===== src/rtl/mem_pkg.sv =====
// Shared definitions for the data-memory access path: access-size encodings,
// controller states and request legality helpers.
`ifndef RAM_ADDRESS_BITWIDTH
`define RAM_ADDRESS_BITWIDTH 12
`endif

package mem_pkg;

    localparam logic [2:0] MEM_B  = 3'b000;
    localparam logic [2:0] MEM_H  = 3'b001;
    localparam logic [2:0] MEM_W  = 3'b010;
    localparam logic [2:0] MEM_BU = 3'b100;
    localparam logic [2:0] MEM_HU = 3'b101;

    typedef enum logic [2:0] {
        IDLE   = 3'd0,
        ACCESS = 3'd1,
        MERGE  = 3'd2,
        WRITE  = 3'd3,
        RESP   = 3'd4
    } mem_state_t;

    function automatic logic mem_misaligned(input logic [2:0] funct3, input logic [1:0] addr_lo);
        logic r_mis;
        r_mis = 1'b0;
        case (funct3)
            MEM_H, MEM_HU: r_mis = addr_lo[0];
            MEM_W:         r_mis = (addr_lo != 2'b00);
            default:       r_mis = 1'b0;
        endcase
        return r_mis;
    endfunction

    // Stores have no unsigned variants, so BU/HU are only legal for loads.
    function automatic logic mem_funct3_legal(input logic we, input logic [2:0] funct3);
        logic r_ok;
        r_ok = 1'b0;
        case (funct3)
            MEM_B, MEM_H, MEM_W: r_ok = 1'b1;
            MEM_BU, MEM_HU:      r_ok = ~we;
            default:             r_ok = 1'b0;
        endcase
        return r_ok;
    endfunction

endpackage


===== src/rtl/mem_load_align.sv =====
// Picks the addressed byte/halfword out of a RAM word and sign- or zero-extends it.
// Purely combinational so the instruction-fetch path can share it.
module mem_load_align
    import mem_pkg::*;
(
    input  logic [31:0] i_word,
    input  logic [1:0]  i_addr_lo,
    input  logic [2:0]  i_funct3,
    output logic [31:0] o_data
);

    logic [7:0]  w_byte;
    logic [15:0] w_half;

    // Lane selection and extension
    always_comb begin
        w_byte = 8'd0;
        w_half = 16'd0;
        o_data = 32'd0;
        case (i_addr_lo)
            2'b00:   w_byte = i_word[7:0];
            2'b01:   w_byte = i_word[15:8];
            2'b10:   w_byte = i_word[23:16];
            2'b11:   w_byte = i_word[31:24];
            default: w_byte = 8'd0;
        endcase
        if (i_addr_lo[1]) begin
            w_half = i_word[31:16];
        end else begin
            w_half = i_word[15:0];
        end
        case (i_funct3)
            MEM_B:   o_data = {{24{w_byte[7]}}, w_byte};
            MEM_BU:  o_data = {24'd0, w_byte};
            MEM_H:   o_data = {{16{w_half[15]}}, w_half};
            MEM_HU:  o_data = {16'd0, w_half};
            MEM_W:   o_data = i_word;
            default: o_data = 32'd0;
        endcase
    end

endmodule


===== src/rtl/mem_access_unit.sv =====
// Load/store unit in front of a word-wide RAM with one-cycle registered reads.
// Sub-word stores are done as read-modify-write since the RAM has no byte enables.
`ifndef RAM_ADDRESS_BITWIDTH
`define RAM_ADDRESS_BITWIDTH 12
`endif

module mem_access_unit
    import mem_pkg::*;
#(
    parameter int ADDR_W = `RAM_ADDRESS_BITWIDTH
) (
    input  logic              clk,
    input  logic              rstn,
    input  logic              req_valid,
    output logic              req_ready,
    input  logic              req_we,
    input  logic [2:0]        req_funct3,
    input  logic [ADDR_W-1:0] req_addr,
    input  logic [31:0]       req_wdata,
    output logic              resp_valid,
    input  logic              resp_ready,
    output logic [31:0]       resp_rdata,
    output logic              resp_err,
    output logic              ram_we,
    output logic [ADDR_W-1:0] ram_address,
    output logic [31:0]       ram_wdata,
    input  logic [31:0]       ram_rdata
);

    mem_state_t        r_state;
    logic              r_we;
    logic [2:0]        r_funct3;
    logic [1:0]        r_addr_lo;
    logic              r_req_ready;
    logic              r_resp_valid;
    logic [31:0]       r_resp_rdata;
    logic              r_resp_err;
    logic [ADDR_W-1:0] r_ram_address;
    logic [31:0]       r_ram_wdata;

    logic              w_illegal;
    logic              w_word_store;
    logic [31:0]       w_load_data;
    logic [31:0]       w_merge_word;

    assign w_illegal    = ~mem_funct3_legal(req_we, req_funct3) | mem_misaligned(req_funct3, req_addr[1:0]);
    assign w_word_store = r_we & (r_funct3 == MEM_W);

    // A write that coincides with reset is dropped by gating on rstn.
    assign ram_we      = rstn & (((r_state == ACCESS) & w_word_store) | (r_state == WRITE));
    assign ram_address = r_ram_address;
    assign ram_wdata   = r_ram_wdata;
    assign req_ready   = r_req_ready;
    assign resp_valid  = r_resp_valid;
    assign resp_rdata  = r_resp_rdata;
    assign resp_err    = r_resp_err;

    mem_load_align u_load_align (
        .i_word    (ram_rdata),
        .i_addr_lo (r_addr_lo),
        .i_funct3  (r_funct3),
        .o_data    (w_load_data)
    );

    // Merge the store data (still held in r_ram_wdata) into the word read back from RAM
    always_comb begin
        w_merge_word = ram_rdata;
        if (r_funct3 == MEM_H) begin
            if (r_addr_lo[1]) begin
                w_merge_word[31:16] = r_ram_wdata[15:0];
            end else begin
                w_merge_word[15:0] = r_ram_wdata[15:0];
            end
        end else begin
            case (r_addr_lo)
                2'b00:   w_merge_word[7:0]   = r_ram_wdata[7:0];
                2'b01:   w_merge_word[15:8]  = r_ram_wdata[7:0];
                2'b10:   w_merge_word[23:16] = r_ram_wdata[7:0];
                2'b11:   w_merge_word[31:24] = r_ram_wdata[7:0];
                default: w_merge_word        = ram_rdata;
            endcase
        end
    end

    // Transaction controller with registered handshake, response and RAM bus outputs
    always_ff @(posedge clk) begin
        if (!rstn) begin
            r_state       <= IDLE;
            r_we          <= 1'b0;
            r_funct3      <= 3'd0;
            r_addr_lo     <= 2'd0;
            r_req_ready   <= 1'b1;
            r_resp_valid  <= 1'b0;
            r_resp_rdata  <= 32'd0;
            r_resp_err    <= 1'b0;
            r_ram_address <= '0;
            r_ram_wdata   <= 32'd0;
        end else begin
            case (r_state)
                IDLE: begin
                    if (req_valid) begin
                        r_we         <= req_we;
                        r_funct3     <= req_funct3;
                        r_addr_lo    <= req_addr[1:0];
                        r_req_ready  <= 1'b0;
                        r_resp_rdata <= 32'd0;
                        if (w_illegal) begin
                            r_resp_err   <= 1'b1;
                            r_resp_valid <= 1'b1;
                            r_state      <= RESP;
                        end else begin
                            r_resp_err    <= 1'b0;
                            r_ram_address <= {req_addr[ADDR_W-1:2], 2'b00};
                            if (req_we) begin
                                r_ram_wdata <= req_wdata;
                            end
                            r_state <= ACCESS;
                        end
                    end
                end
                ACCESS: begin
                    if (w_word_store) begin
                        r_resp_valid <= 1'b1;
                        r_state      <= RESP;
                    end else begin
                        r_state <= MERGE;
                    end
                end
                MERGE: begin
                    if (r_we) begin
                        r_ram_wdata <= w_merge_word;
                        r_state     <= WRITE;
                    end else begin
                        r_resp_rdata <= w_load_data;
                        r_resp_valid <= 1'b1;
                        r_state      <= RESP;
                    end
                end
                WRITE: begin
                    r_resp_valid <= 1'b1;
                    r_state      <= RESP;
                end
                RESP: begin
                    if (resp_ready) begin
                        r_resp_valid <= 1'b0;
                        r_req_ready  <= 1'b1;
                        r_state      <= IDLE;
                    end
                end
                default: begin
                    r_resp_valid <= 1'b0;
                    r_req_ready  <= 1'b1;
                    r_state      <= IDLE;
                end
            endcase
        end
    end

endmodule


===== config.mk =====
export PLATFORM = sky130hd
export DESIGN_NAME = mem_access_unit
export DESIGN_NICKNAME = d
export VERILOG_FILES = /design/src/rtl/mem_pkg.sv /design/src/rtl/mem_load_align.sv /design/src/rtl/mem_access_unit.sv
export SDC_FILE = /design/constraint.sdc
export NUM_CORES = 1
export LEC_CHECK = 0
export BUFFER_PORTS_ARGS = -buffer_cell sky130_fd_sc_hd__buf_4
export CORE_MARGIN = 2
export CORE_UTILIZATION = 50
export DETAILED_ROUTE_END_ITERATION = 8
export GPL_TIMING_DRIVEN = 0
export PLACE_DENSITY = 0.87
export SYNTH_ARGS = -nofsm -noshare
export SYNTH_HDL_FRONTEND = slang
export SYNTH_SLANG_ARGS = --single-unit

===== constraint.sdc =====
create_clock -name clk -period 2.4 [get_ports clk]
set_input_delay 0.12 -clock clk [delete_from_list [all_inputs] [get_ports clk]]
set_output_delay 0.12 -clock clk [all_outputs]
set_load 0.1 [all_outputs]

==> flow_results.xml <==
<?xml version="1.0" encoding="UTF-8"?>
<metrics>
  <group name="status">
    <metric name="run_status" unit="">finished clean</metric>
  </group>
  <group name="synth">
    <metric name="postSynthRegisterBits" unit="">86</metric>
    <metric name="synthArstFlopShare" unit="%">0</metric>
    <metric name="syn-instance-count" unit="">557</metric>
    <metric name="syn_area" unit="um2">4470</metric>
    <metric name="synth.yosys.seq_area_share" unit="%">38.5</metric>
    <metric name="synth.distinct_cells" unit="">61</metric>
    <metric name="ys.flop_type" unit="">dfxtp_1</metric>
    <metric name="per_instance_average_area_after_synthesis" unit="um2">8.03</metric>
    <metric name="synth_enable_flop_cells" unit="">0</metric>
    <metric name="synth-warning-count" unit="">0</metric>
  </group>
  <group name="routing">
    <metric name="vias_per_cell" unit="">6.09</metric>
    <metric name="drt_iter0_drc" unit="">382</metric>
    <metric name="drcViolationCount" unit="">0</metric>
    <metric name="drt_pass1_iterations" unit="">5</metric>
    <metric name="route.final.wire_length" unit="um">16100</metric>
    <metric name="routed_via_count" unit="">5127</metric>
    <metric name="routedWlPerCell" unit="um">19.1</metric>
    <metric name="antenna_left" unit="">0</metric>
  </group>
  <group name="job">
    <metric name="cap_viol_max_count" unit="">0</metric>
  </group>
  <group name="sta">
    <metric name="max_clock_freq" unit="MHz">454</metric>
    <metric name="relSlewSlack" unit="%">58.5</metric>
    <metric name="finish_stage_setup_viols" unit="">0</metric>
    <metric name="skew" unit="ps">9.57</metric>
    <metric name="timing.final.ws_setup" unit="ps">196</metric>
    <metric name="drv_slew" unit="">0</metric>
    <metric name="finalWorstPathRequiredPeriod" unit="ps">2200</metric>
    <metric name="timing.final.crit_share" unit="%">91.8</metric>
    <metric name="fin_tns_setup" unit="ps">0</metric>
    <metric name="finalHoldViolCount" unit="">0</metric>
    <metric name="grt_setup_unrepaired" unit="">false</metric>
    <metric name="worst-slew-pin-transition" unit="ps">620</metric>
  </group>
  <group name="floorplanning">
    <metric name="start_util" unit="%">51.6</metric>
    <metric name="die_h" unit="um">98.6</metric>
    <metric name="placement_rows" unit="">34</metric>
    <metric name="design.portCount" unit="">164</metric>
    <metric name="floorplan.die_area" unit="um2">9720</metric>
    <metric name="die_w" unit="um">98.6</metric>
    <metric name="core_area" unit="um2">8680</metric>
  </group>
  <group name="clock_network">
    <metric name="cts.repair_timing.setup_buffer_count" unit="">0</metric>
    <metric name="hold_buffers" unit="">0</metric>
    <metric name="post_cts_resize_count" unit="">0</metric>
    <metric name="cts_max_path_buffers" unit="">2</metric>
    <metric name="worst_setup_hold_path_clk_slew" unit="ps">90</metric>
    <metric name="numCtsBuffers" unit="">9</metric>
    <metric name="clk-insertion-delay-late" unit="ps">370</metric>
    <metric name="clock_tree_from_tritoncts" unit="">yes</metric>
    <metric name="cts_num_sinks" unit="">86</metric>
    <metric name="ctsRootBufferMaster" unit="">clkbuf_8</metric>
    <metric name="htree_num_levels" unit="">3</metric>
  </group>
  <group name="critical_path">
    <metric name="slowest_stage" unit="">dfxtp_1</metric>
    <metric name="critPathCaptureType" unit="">output port</metric>
    <metric name="ff2ff_setup_slack" unit="ps">400</metric>
    <metric name="path_max_fanout" unit="">10</metric>
    <metric name="path_delay_family" unit="">buffers and inverters</metric>
    <metric name="worst_path_largest_cell_delay" unit="ps">360</metric>
    <metric name="criticalPathCategory" unit="">flip-flop to output port</metric>
    <metric name="crit_path_start_kind" unit="">flip-flop</metric>
    <metric name="crit_chain" unit="">buf_2, nor2b_1, buf_2, a31oi_1, nand2b_1, nor2_1, buf_4</metric>
    <metric name="timing.critical_path.required" unit="ps">2280</metric>
    <metric name="crit_path_frequent_cell" unit="">buf_2</metric>
    <metric name="cp_num_buf_inv" unit="">3</metric>
    <metric name="data_arrival_time_of_the_critical_path" unit="ps">2080</metric>
  </group>
  <group name="power_and_ir_drop">
    <metric name="combPwrFrac" unit="%">29.0</metric>
    <metric name="worst_ir_drop_vdd" unit="mV">0.351</metric>
    <metric name="power.leakage" unit="nW">2.78</metric>
    <metric name="sequentialPowerShare" unit="%">40.7</metric>
    <metric name="power.density_cell_area" unit="nW/um2">624</metric>
    <metric name="power.share.clock" unit="%">30.2</metric>
    <metric name="cellInternalPower" unit="W">0.00242</metric>
    <metric name="switching_share" unit="%">35.7</metric>
    <metric name="power.switching" unit="W">0.00135</metric>
  </group>
  <group name="placement">
    <metric name="post-place-ws" unit="ps">473</metric>
    <metric name="number_of_i_o_port_buffers" unit="">160</metric>
    <metric name="global_placer_s_final_weighted_congestion" unit="">0.987</metric>
    <metric name="post-dp-hpwl" unit="um">12600</metric>
  </group>
  <group name="final_layout">
    <metric name="finalNetCount" unit="">813</metric>
    <metric name="multi_input_comb_area" unit="um2">2480</metric>
    <metric name="areaGrowthSynthToFinish" unit="%">34.8</metric>
    <metric name="diodes" unit="">0</metric>
    <metric name="num-fill-cells" unit="">713</metric>
    <metric name="drive_above_1_share" unit="%">30.0</metric>
    <metric name="layout.area.seq" unit="um2">1720</metric>
  </group>
  <group name="hold_path">
    <metric name="timing.hold.worst.class" unit="">primary input to flip-flop</metric>
  </group>
  <group name="grt">
    <metric name="grt_first_pass_wirelength" unit="um">25300</metric>
    <metric name="grt.total_usage" unit="%">32.4</metric>
    <metric name="grt_max_degree" unit="">15</metric>
    <metric name="number_of_global_route_vias_before_repair" unit="">4832</metric>
    <metric name="grt_overflow" unit="">0</metric>
    <metric name="antenna_violations_before_repair" unit="">0</metric>
  </group>
</metrics>
-- area by class of cell --
cell class / count / share of cell area, %
plain buffers: 46 / 3.88
clock buffers: 11 / 2.18
clock inverters: 5 / 1.39
inverters: 10 / 0.664
multi-input cells: 416 / 41.2
flip-flops and latches: 86 / 28.6
well taps: 108 / 2.24
repair buffers: 160 / 19.9
-- per-layer routing --
| metal | GRT usage [%] | share of wire, % | vias up |
|---|---|---|---|
| met1 | 42.7 | 42 | 2431 |
| li1 | - | - | 2356 |
| met3 | 7.02 | 9.1 | 42 |
| met5 | 0 | 0 | - |
| met4 | 10.2 | 2.6 | 0 |
| met2 | 53.5 | 47 | 298 |
-- tightest hold or removal path, stage by stage --
cell	delay [ps]
buf_4	110
nand3_1	50
a21boi_1	50
-- worst paths after layout --
| kind | startpoint | end | cells past startpoint |
|---|---|---|---|
| worst min register to register | resp_rdata[31] | resp_rdata[31] | 2 |
| worst max-delay path | r_funct3[0] | ram_we | 7 |
| worst min-delay path | req_addr[8] | ram_address[8] | 3 |
| worst max register to register | r_addr_lo[1] | ram_wdata[30] | 5 |
-- layout by cell type (no fill, tap or decap), types with 9 or more instances in the layout --
cell type | Yosys | layout
a21oi_1 | 51 | 51
buf_2 | 19 | 19
mux2i_1 | 11 | 11
o22ai_1 | 13 | 13
a21boi_0 | 12 | 12
buf_4 | 6 | 166
nor3_1 | 11 | 11
clkbuf_8 | 0 | 9
inv_1 | 9 | 9
nor2_1 | 28 | 28
nand2_1 | 91 | 91
o21ai_0 | 51 | 51
nand3_1 | 20 | 20
clkbuf_1 | 16 | 18
dfxtp_1 | 86 | 86
-- registers in the layout, summed over array words and instances, names as in the netlist --
name,count
r_state,3
r_funct3,3
resp_valid,1
ram_address,10
req_ready,1
r_addr_lo,2
ram_wdata,32
r_we,1
resp_err,1
resp_rdata,32
-- power groups by stage --
stage | registers, W | clock network, W | logic, W
after CTS | 0.00153 | 0.00114 | 0.00108
after floorplan | 0.00186 | 0 | 0.000437
after global placement | 0.00156 | 0 | 0.00106
after detailed placement | 0.00156 | 0 | 0.00107
final | 0.00153 | 0.00114 | 0.00109
after global routing | 0.00154 | 0.00120 | 0.00116
-- cells in the mapped netlist (all sizes together) (2+ instances only) --
cell,instances,area [um2]
buf,30,174
nand3,20,100
a221oi,9,85.1
o22a,8,70.1
o211ai,7,52.6
or3,8,50.1
nor2,31,124
a21boi,18,146
a21o,8,60.1
a31oi,2,12.5
nor4,2,18.8
and3,2,17.5
o211a,8,80.1
a21oi,51,255
mux2i,11,110
nor3,14,97.6
o22ai,13,81.3
and2,5,31.3
nand2,92,348
a2bb2oi,2,17.5
dfxtp,86,1720
nand2b,5,31.3
nor2b,5,31.3
o21ai,54,274
o31ai,6,45.0
a22o,8,70.1
clkbuf,16,60.1
inv,10,40.0
a32o,8,80.1
nor3b,3,32.5
-- kinds of logic (layout without fill, tap and decap cells) --
group           Yosys count  after routing  synth area share (%)
compound gates          210            210                  31.7
buf+inv                  56            232                  6.12
flops                    86             86                  38.5
mux                      13             13                  3.22
other cells               1              2                0.0838
simple gates            191            191                  20.4
-- per-stage QoR --
| stage | instances | total power (W) | hold slack (ps) | util, % | instance area [um2] |
|---|---|---|---|---|---|
| global route | 842 | 0.00389 | 3.12 | 69.5 | 6030 |
| global placement | 826 | 0.00262 | 384 | 67.0 | 5810 |
| finish | 842 | 0.00376 | 3.59 | 69.5 | 6030 |
| CTS | 842 | 0.00374 | 4.92 | 69.5 | 6030 |
| detailed placement | 826 | 0.00263 | 392 | 67.0 | 5810 |
| floorplan | 558 | 0.00229 | 265 | - | 4480 |
(Power assumes the default switching activity.)
